$ cat src/rtl/current_trip_monitor.sv
// Over-current trip stage: latches a channel after N_CONSEC consecutive samples at or above
// the trip level, gates load power, and counts trip events.
module current_trip_monitor #(
    parameter int N_CONSEC       = 4,
    parameter int STARTUP_CYCLES = 1000
) (
    input  logic        i_Clk,
    input  logic        i_Rst_L,
    input  logic [11:0] adc_data_ch0,
    input  logic [11:0] adc_data_ch1,
    input  logic [11:0] adc_data_ch2,
    input  logic [11:0] adc_data_ch3,
    input  logic        adc_valid_ch0,
    input  logic        adc_valid_ch1,
    input  logic        adc_valid_ch2,
    input  logic        adc_valid_ch3,
    input  logic [11:0] i_Thresh_Trip,
    input  logic [11:0] i_Thresh_Release,
    input  logic [3:0]  i_Enable_Mask,
    input  logic        i_Clear,
    output logic [3:0]  o_Trip,
    output logic        o_Power_En,
    output logic [7:0]  o_Trip_Count
);

    localparam int SW = $clog2(STARTUP_CYCLES + 1);

    typedef enum logic {
        MONITOR = 1'b0,
        TRIPPED = 1'b1
    } state_t;

    state_t      state_q [4];
    state_t      state_d [4];
    logic [3:0]  cnt_q   [4];
    logic [3:0]  cnt_d   [4];
    logic [3:0]  below_rel_q;
    logic [3:0]  below_rel_d;
    logic [3:0]  new_trip;
    logic [3:0]  trip_d;
    logic [11:0] data    [4];
    logic [3:0]  valid;
    logic [SW-1:0] startup_cnt;
    logic        ready;

    assign data[0] = adc_data_ch0;
    assign data[1] = adc_data_ch1;
    assign data[2] = adc_data_ch2;
    assign data[3] = adc_data_ch3;
    assign valid   = {adc_valid_ch3, adc_valid_ch2, adc_valid_ch1, adc_valid_ch0};
    assign ready   = (startup_cnt == SW'(STARTUP_CYCLES));

    always_comb begin
        new_trip    = '0;
        trip_d      = '0;
        below_rel_d = below_rel_q;
        for (int k = 0; k < 4; k++) begin
            state_d[k] = state_q[k];
            cnt_d[k]   = cnt_q[k];
            if (valid[k]) begin
                below_rel_d[k] = (data[k] < i_Thresh_Release);
            end
            case (state_q[k])
                MONITOR: begin
                    if (i_Clear || !i_Enable_Mask[k]) begin
                        cnt_d[k] = '0;
                    end else if (valid[k]) begin
                        if (data[k] >= i_Thresh_Trip) begin
                            if (({1'b0, cnt_q[k]} + 5'd1) == 5'(N_CONSEC)) begin
                                state_d[k]  = TRIPPED;
                                cnt_d[k]    = '0;
                                new_trip[k] = 1'b1;
                            end else begin
                                cnt_d[k] = cnt_q[k] + 4'd1;
                            end
                        end else begin
                            cnt_d[k] = '0;
                        end
                    end
                end
                TRIPPED: begin
                    cnt_d[k] = '0;
                    // Release uses the flag from earlier samples, not this cycle's sample.
                    if (i_Clear && below_rel_q[k]) begin
                        state_d[k] = MONITOR;
                    end
                end
                default: begin
                    state_d[k] = MONITOR;
                    cnt_d[k]   = '0;
                end
            endcase
            trip_d[k] = (state_d[k] == TRIPPED);
        end
    end

    always_comb begin
        o_Trip = '0;
        for (int k = 0; k < 4; k++) begin
            o_Trip[k] = (state_q[k] == TRIPPED);
        end
    end

    always_ff @(posedge i_Clk or negedge i_Rst_L) begin
        if (!i_Rst_L) begin
            for (int k = 0; k < 4; k++) begin
                state_q[k] <= MONITOR;
                cnt_q[k]   <= '0;
            end
            below_rel_q <= '1;
        end else begin
            for (int k = 0; k < 4; k++) begin
                state_q[k] <= state_d[k];
                cnt_q[k]   <= cnt_d[k];
            end
            below_rel_q <= below_rel_d;
        end
    end

    // Power follows the next trip state so it drops in the same cycle o_Trip rises.
    always_ff @(posedge i_Clk or negedge i_Rst_L) begin
        if (!i_Rst_L) begin
            startup_cnt  <= '0;
            o_Power_En   <= 1'b0;
            o_Trip_Count <= '0;
        end else begin
            if (!ready) begin
                startup_cnt <= startup_cnt + 1'b1;
            end
            o_Power_En <= ready & ~|trip_d;
            if (|new_trip && (o_Trip_Count != 8'hFF)) begin
                o_Trip_Count <= o_Trip_Count + 8'd1;
            end
        end
    end

endmodule
$ cat config.mk
export PLATFORM = sky130hd
export DESIGN_NAME = current_trip_monitor
export DESIGN_NICKNAME = d
export VERILOG_FILES = /design/src/rtl/current_trip_monitor.sv
export SDC_FILE = /design/constraint.sdc
export NUM_CORES = 1
export LEC_CHECK = 0
export BUFFER_PORTS_ARGS = -buffer_cell sky130_fd_sc_hd__clkbuf_2
export CORE_MARGIN = 4
export CORE_UTILIZATION = 54
export DETAILED_ROUTE_END_ITERATION = 7
export PLACE_DENSITY_LB_ADDON = 0.05
export SKIP_CTS_REPAIR_TIMING = 1
export SYNTH_ARGS = -nofsm -noshare
export SYNTH_HDL_FRONTEND = slang
export SYNTH_SLANG_ARGS = --single-unit
$ cat constraint.sdc
create_clock -name i_Clk -period 4.9 [get_ports i_Clk]
set_input_delay 0.245 -clock i_Clk [delete_from_list [all_inputs] [get_ports i_Clk]]
set_output_delay 0.245 -clock i_Clk [all_outputs]
set_load 0.005 [all_outputs]
# After elaboration in Yosys (flattened, before gate mapping)
# Cells that the tools add are included.
dict set report word_totals {
  register_bits 43
  in_bits 83
  out_inout_bits 13
}
dict set report op_classes {
  add_sub_neg 10
  magnitude_cmp 8
  eq_ne 10
  muxes 48
  n_bitwise 5
  reduce_logical 16
}
# cell count
set ops {}
lappend ops {{2-to-1 mux 4 bit} 16}
lappend ops {{greater-or-equal comparator 12 bit} 4}
lappend ops {{< comparator 12 bit} 4}
lappend ops {{one-hot mux 4 bit (2 select lines)} 4}
lappend ops {{2-to-1 mux 1 bit} 24}
lappend ops {{adder 4 x 1 -> 5 bit, second input constant} 4}
lappend ops {{== test 5 x 3 -> 1 bit, second input constant} 4}
lappend ops {{adder 4 x 1 -> 4 bit, second input constant} 4}
lappend ops {{!= test 3 bit, second input constant} 4}
lappend ops {{adder 10 x 1 -> 10 bit, second input constant} 1}
lappend ops {{== test 10 bit, second input constant} 1}
lappend ops {{adder 8 x 1 -> 8 bit, second input constant} 1}
lappend ops {{!= test 8 bit, second input constant} 1}
lappend ops {{one-hot mux 1 bit (2 select lines)} 4}
lappend ops {{OR reduction 4 bit} 2}
lappend ops {{logical AND 1 bit} 5}
lappend ops {{zero test 1 bit} 5}
lappend ops {{logical OR 1 bit} 4}
lappend ops {{inverter 1 bit} 4}
lappend ops {{AND 1 bit} 1}

# Longest topological paths before layout
dict set report depth {
  ltp_word 10
  depth_mapped 10
  mapped_depth_nobuf 9
}

# Least setup slack after synthesis
# Ideal clock, no wire load.
dict set report synth_timing {
  path_kind {input -> register}
  start {input port adc_data_ch3[0]}
  end {register o_Trip_Count[6]}
  arrival_ps 2122
  required_ps 4772
  path_slack_ps 2650
  cell_stages 9
  n_path_buf 0
  path_cell_list {inv_1 ha_1 nand2b_4 a2111oi_4 o21ai_2 a221oi_4 o21ai_2 o311ai_1 mux2_1}
}
dict set report synth_between {
  elab_chain_len 7
}
# item line
set synth_lines {}
lappend synth_lines {{start, declared} 12} ;# input logic [11:0] adc_data_ch3,
lappend synth_lines {{greater-or-equal comparator 12 bit} 68} ;# if (data[k] >= i_Thresh_Trip) begin
lappend synth_lines {{2-to-1 mux 1 bit} 68}
lappend synth_lines {{2-to-1 mux 1 bit} 67} ;# end else if (valid[k]) begin
lappend synth_lines {{2-to-1 mux 1 bit} 65} ;# if (i_Clear || !i_Enable_Mask[k]) begin
lappend synth_lines {{2-to-1 mux 1 bit} 63} ;# case (state_q[k])
lappend synth_lines {{OR reduction 4 bit} 131} ;# if (|new_trip && (o_Trip_Count != 8'hFF)) begin
lappend synth_lines {{logical AND 1 bit} 131}
lappend synth_lines {{end signal, assigned} 132} ;# o_Trip_Count <= o_Trip_Count + 8'd1;
lappend synth_lines {{end, declared} 23} ;# output logic [7:0] o_Trip_Count
# No other way between the ends.
# A chain may end at the register's enable or synchronous reset.

# Final worst setup path
dict set report layout_timing {
  start {input port i_Thresh_Trip[0]}
  end {register o_Trip_Count[6]}
}
dict set report layout_between {
  elab_chain_len 7
}
# item line
set layout_lines {}
lappend layout_lines {{start, declared} 17} ;# input logic [11:0] i_Thresh_Trip,
lappend layout_lines {{greater-or-equal comparator 12 bit} 68}
lappend layout_lines {{2-to-1 mux 1 bit} 68}
lappend layout_lines {{2-to-1 mux 1 bit} 67}
lappend layout_lines {{2-to-1 mux 1 bit} 65}
lappend layout_lines {{2-to-1 mux 1 bit} 63}
lappend layout_lines {{OR reduction 4 bit *} 131}
lappend layout_lines {{logical AND 1 bit *} 131}
# Mark *: on every way between the ends. The rest lies on a longest branch, timed or not.

==> metrics.cfg <==
[cts]
cts_num_sinks = 43
clk_pin_slew_ns = 0.08
ctsRootBufferMaster = clkbuf_8
clk_latency_ns = 0.29
clock_path_buffers = 2
numCtsBuffers = 5
cts_tree = built
htreeDepth = 2

[global_route]
grt_usage_pct = 22.67
antenna_found_initial = 0
grt_pass1_vias = 3733
grt_overflow_total = 0
grt_pass1_wl_mm = 16.66
grt_max_degree = 44

[timing]
tns_ns = 0
finalMaxSlewViolations = 0
fin_crit_ns = 2.419
rsz0062_at_grt = no
finalHoldViolations = 0
slew_headroom_pct = 30.53
fmax_mhz = 413.3
skew_ns = 0.009090
final.period_utilization_pct = 49.37
setup_violations = 0
tightestPinTransition_ns = 1.042

[floorplan]
coreArea_mm2 = 0.007408
initial_utilization_pct = 56.95
row_count = 31
pin_count = 96
die-area_mm2 = 0.009291
fp.dieW_um = 96.39
dieHeight_um = 96.39

[synth]
synth_compound_area_share_pct = 20.49
yosysSeqAreaShare_pct = 25.62
synthArstFlopShare_pct = 100.0
ys_seq_elements = 43
ys_warn_count = 0
synthSimpleGateAreaFrac_pct = 15.95
synth_top_area_cell = ha_1
netlist_instances = 449
avgSynthCellArea_um2 = 9.397
synth_flop_cell = dfrtp_1
syn_area_mm2 = 0.004219
yosysMostFrequentCell = ha_1
synth_nets = 631
ys_top_cells_by_count = ha_1 (99), inv_1 (40), dfrtp_1 (39)
synth_cell_types = 60
synth_adder_area_share_pct = 29.36
synthXorXnorAreaFrac_pct = 3.321
synthMuxAreaShare_pct = 1.068
synth_edf_count = 0
yosysTopAreaCellShare_pct = 29.36
synth_top_family_by_area = adder cells
netlist_top_cells_area = ha_1 (29%), dfrtp_1 (23%), a21o_1 (3.7%)

[routing]
drt_iter0_drc = 150
ant_nets = 0
via_per_inst = 5.665
num_vias = 3671
firstDrtPassIters = 5
drc = 0
wl_mm = 10.07
avgRoutedWirePerCell_um = 15.54

[worst_setup_path]
cp.required_ns = 5.08
worstSetupStartpoint = i_Thresh_Trip[0]
crit_end = o_Trip_Count[6]
r2r_setup_slack_ns = 2.63
timing.rr.end = o_Trip_Count[6]
r2r_cells = 8
slowest_delay_ns = 0.52
path_depth = 9
crit_chain = clkbuf_2 -> ha_1 -> nand2b_1 -> a2111oi_0 -> o21ai_0 -> a21boi_2 -> o21ai_2 -> o311ai_1 -> mux2_1
start_kind = input pin
crit_path_top_delay_cell = a2111oi_0
critical_path_class = input pin to flop
rr_startpoint = cnt_q[4]
crit_family = compound AO/OA/AOI/OAI gates
cp.arrival_ns = 2.60
path_buf_inv = 1
critPathMaxFanout = 7
end_kind = flop

[run]
drv_cap = 0

[cells_and_area]
layout-drive-gt1-share_pct = 21.68
diodes = 0
layout-area-overhead-vs-synth_pct = 16.25
fin_nets = 730
final_util_pct = 66.21

[placement]
io_buffer_count = 95
gp_congestion = 0.9012
detailed_place_hpwl_mm = 8.707

[power]
p_leak_nw = 2.620
peakVddDrop_mv = 0.1513
p_per_area_mw_per_mm2 = 183.6

[status]
status = finished clean

[hold_path]
hold_path_class = input pin to async pin

metrics by stage:
step / instances / worst slack (ns) / instance area [um2] / hold slack (ns) / power (W)
floorplan: 449 / 2.650 / 4219 / -0.05059 / 0.0005322
global placement: 640 / 2.288 / 4792 / 0.4707 / 0.0006190
detailed placement: 640 / 2.190 / 4792 / 0.4668 / 0.0006304
CTS: 648 / 2.490 / 4905 / 0.1611 / 0.0009088
global route: 648 / 2.332 / 4905 / 0.1959 / 0.0009665
finish: 648 / 2.481 / 4905 / 0.1222 / 0.0009004
report_power, final:
part	total, W	internal [W]	switching, W
sequential	0.000372	0.000367	0.00000501
combinational	0.000252	0.000113	0.000140
clock	0.000276	0.000152	0.000125
total	0.000900	0.000631	0.000269
layout by cell type, fill, tap and decap left out, types with 4 or more instances in the layout:
master / netlist / routed
nand2_1: 29 / 29
o21a_1: 4 / 4
a211oi_1: 7 / 7
dfstp_2: 4 / 4
nand3b_1: 5 / 5
a21oi_1: 23 / 23
xor2_1: 4 / 4
ha_1: 99 / 99
and3_1: 7 / 7
nor2_1: 21 / 21
inv_1: 40 / 40
xnor2_1: 12 / 12
a21o_1: 21 / 21
o311ai_1: 6 / 6
nand4_1: 7 / 7
clkbuf_2: 0 / 95
o31ai_1: 4 / 4
o21ai_0: 25 / 25
nand3_1: 19 / 19
nor2b_1: 4 / 4
nand2b_1: 10 / 10
clkbuf_8: 0 / 5
nor3_1: 4 / 4
dfrtp_1: 39 / 39
sequential cells by signal, indices dropped and copies added, names as in the netlist:
signal and cells:
o_Trip_Count 8, below_rel_q 4, startup_cnt 10, o_Trip 4, o_Power_En 1, cnt_q 16
worst register-to-register path, stage by stage (launching register included):
cell and delay, ns:
dfrtp_1 0.41, ha_1 0.23, nor3b_1 0.16, nor2b_1 0.17, o31ai_1 0.10, a21boi_2 0.29, o21ai_2 0.15, o311ai_1 0.30
mux2_1 0.35
routing by layer:
layer,part of all wire (%),vias up,wire [um],GRT usage (%)
li1,-,1865,-,-
met1,45,1712,4576,30.56
met2,48,86,4846,39.79
met3,5.5,8,550,3.331
met4,0.96,0,97,2.570
met5,0,-,0,0
kinds of logic after synthesis:
family,after synthesis
adder cells (fa/ha/maj),99
multiplexers,4
buffers and inverters,43
AND/OR/NAND/NOR,123
XOR/XNOR,16
AO/OA/AOI/OAI,121
flip-flops,43
layout make-up:
class	count	area, um2
Inverter	40	150.1
Timing Repair Buffer	95	475.5
Tap cell	99	123.9
Multi-Input combinational cell	363	2962
Clock buffer	5	68.82
Clock inverter	3	43.79
Sequential cell	43	1081
Fill cell	638	2504
worst min-delay path by stage:
| stage | slack [ns] | to |
|---|---|---|
| 2_1_floorplan | -0.05 | cnt_q[0] |
| 3_3_place_gp | 0.47 | startup_cnt[8] |
| 3_5_place_dp | 0.47 | startup_cnt[9] |
| 4_1_cts | 0.16 | o_Trip_Count[4] |
| 5_1_grt | 0.20 | o_Trip_Count[4] |
| 6_report | 0.12 | o_Trip_Count[7] |
Note: power is estimated with default switching activity, not from simulation.
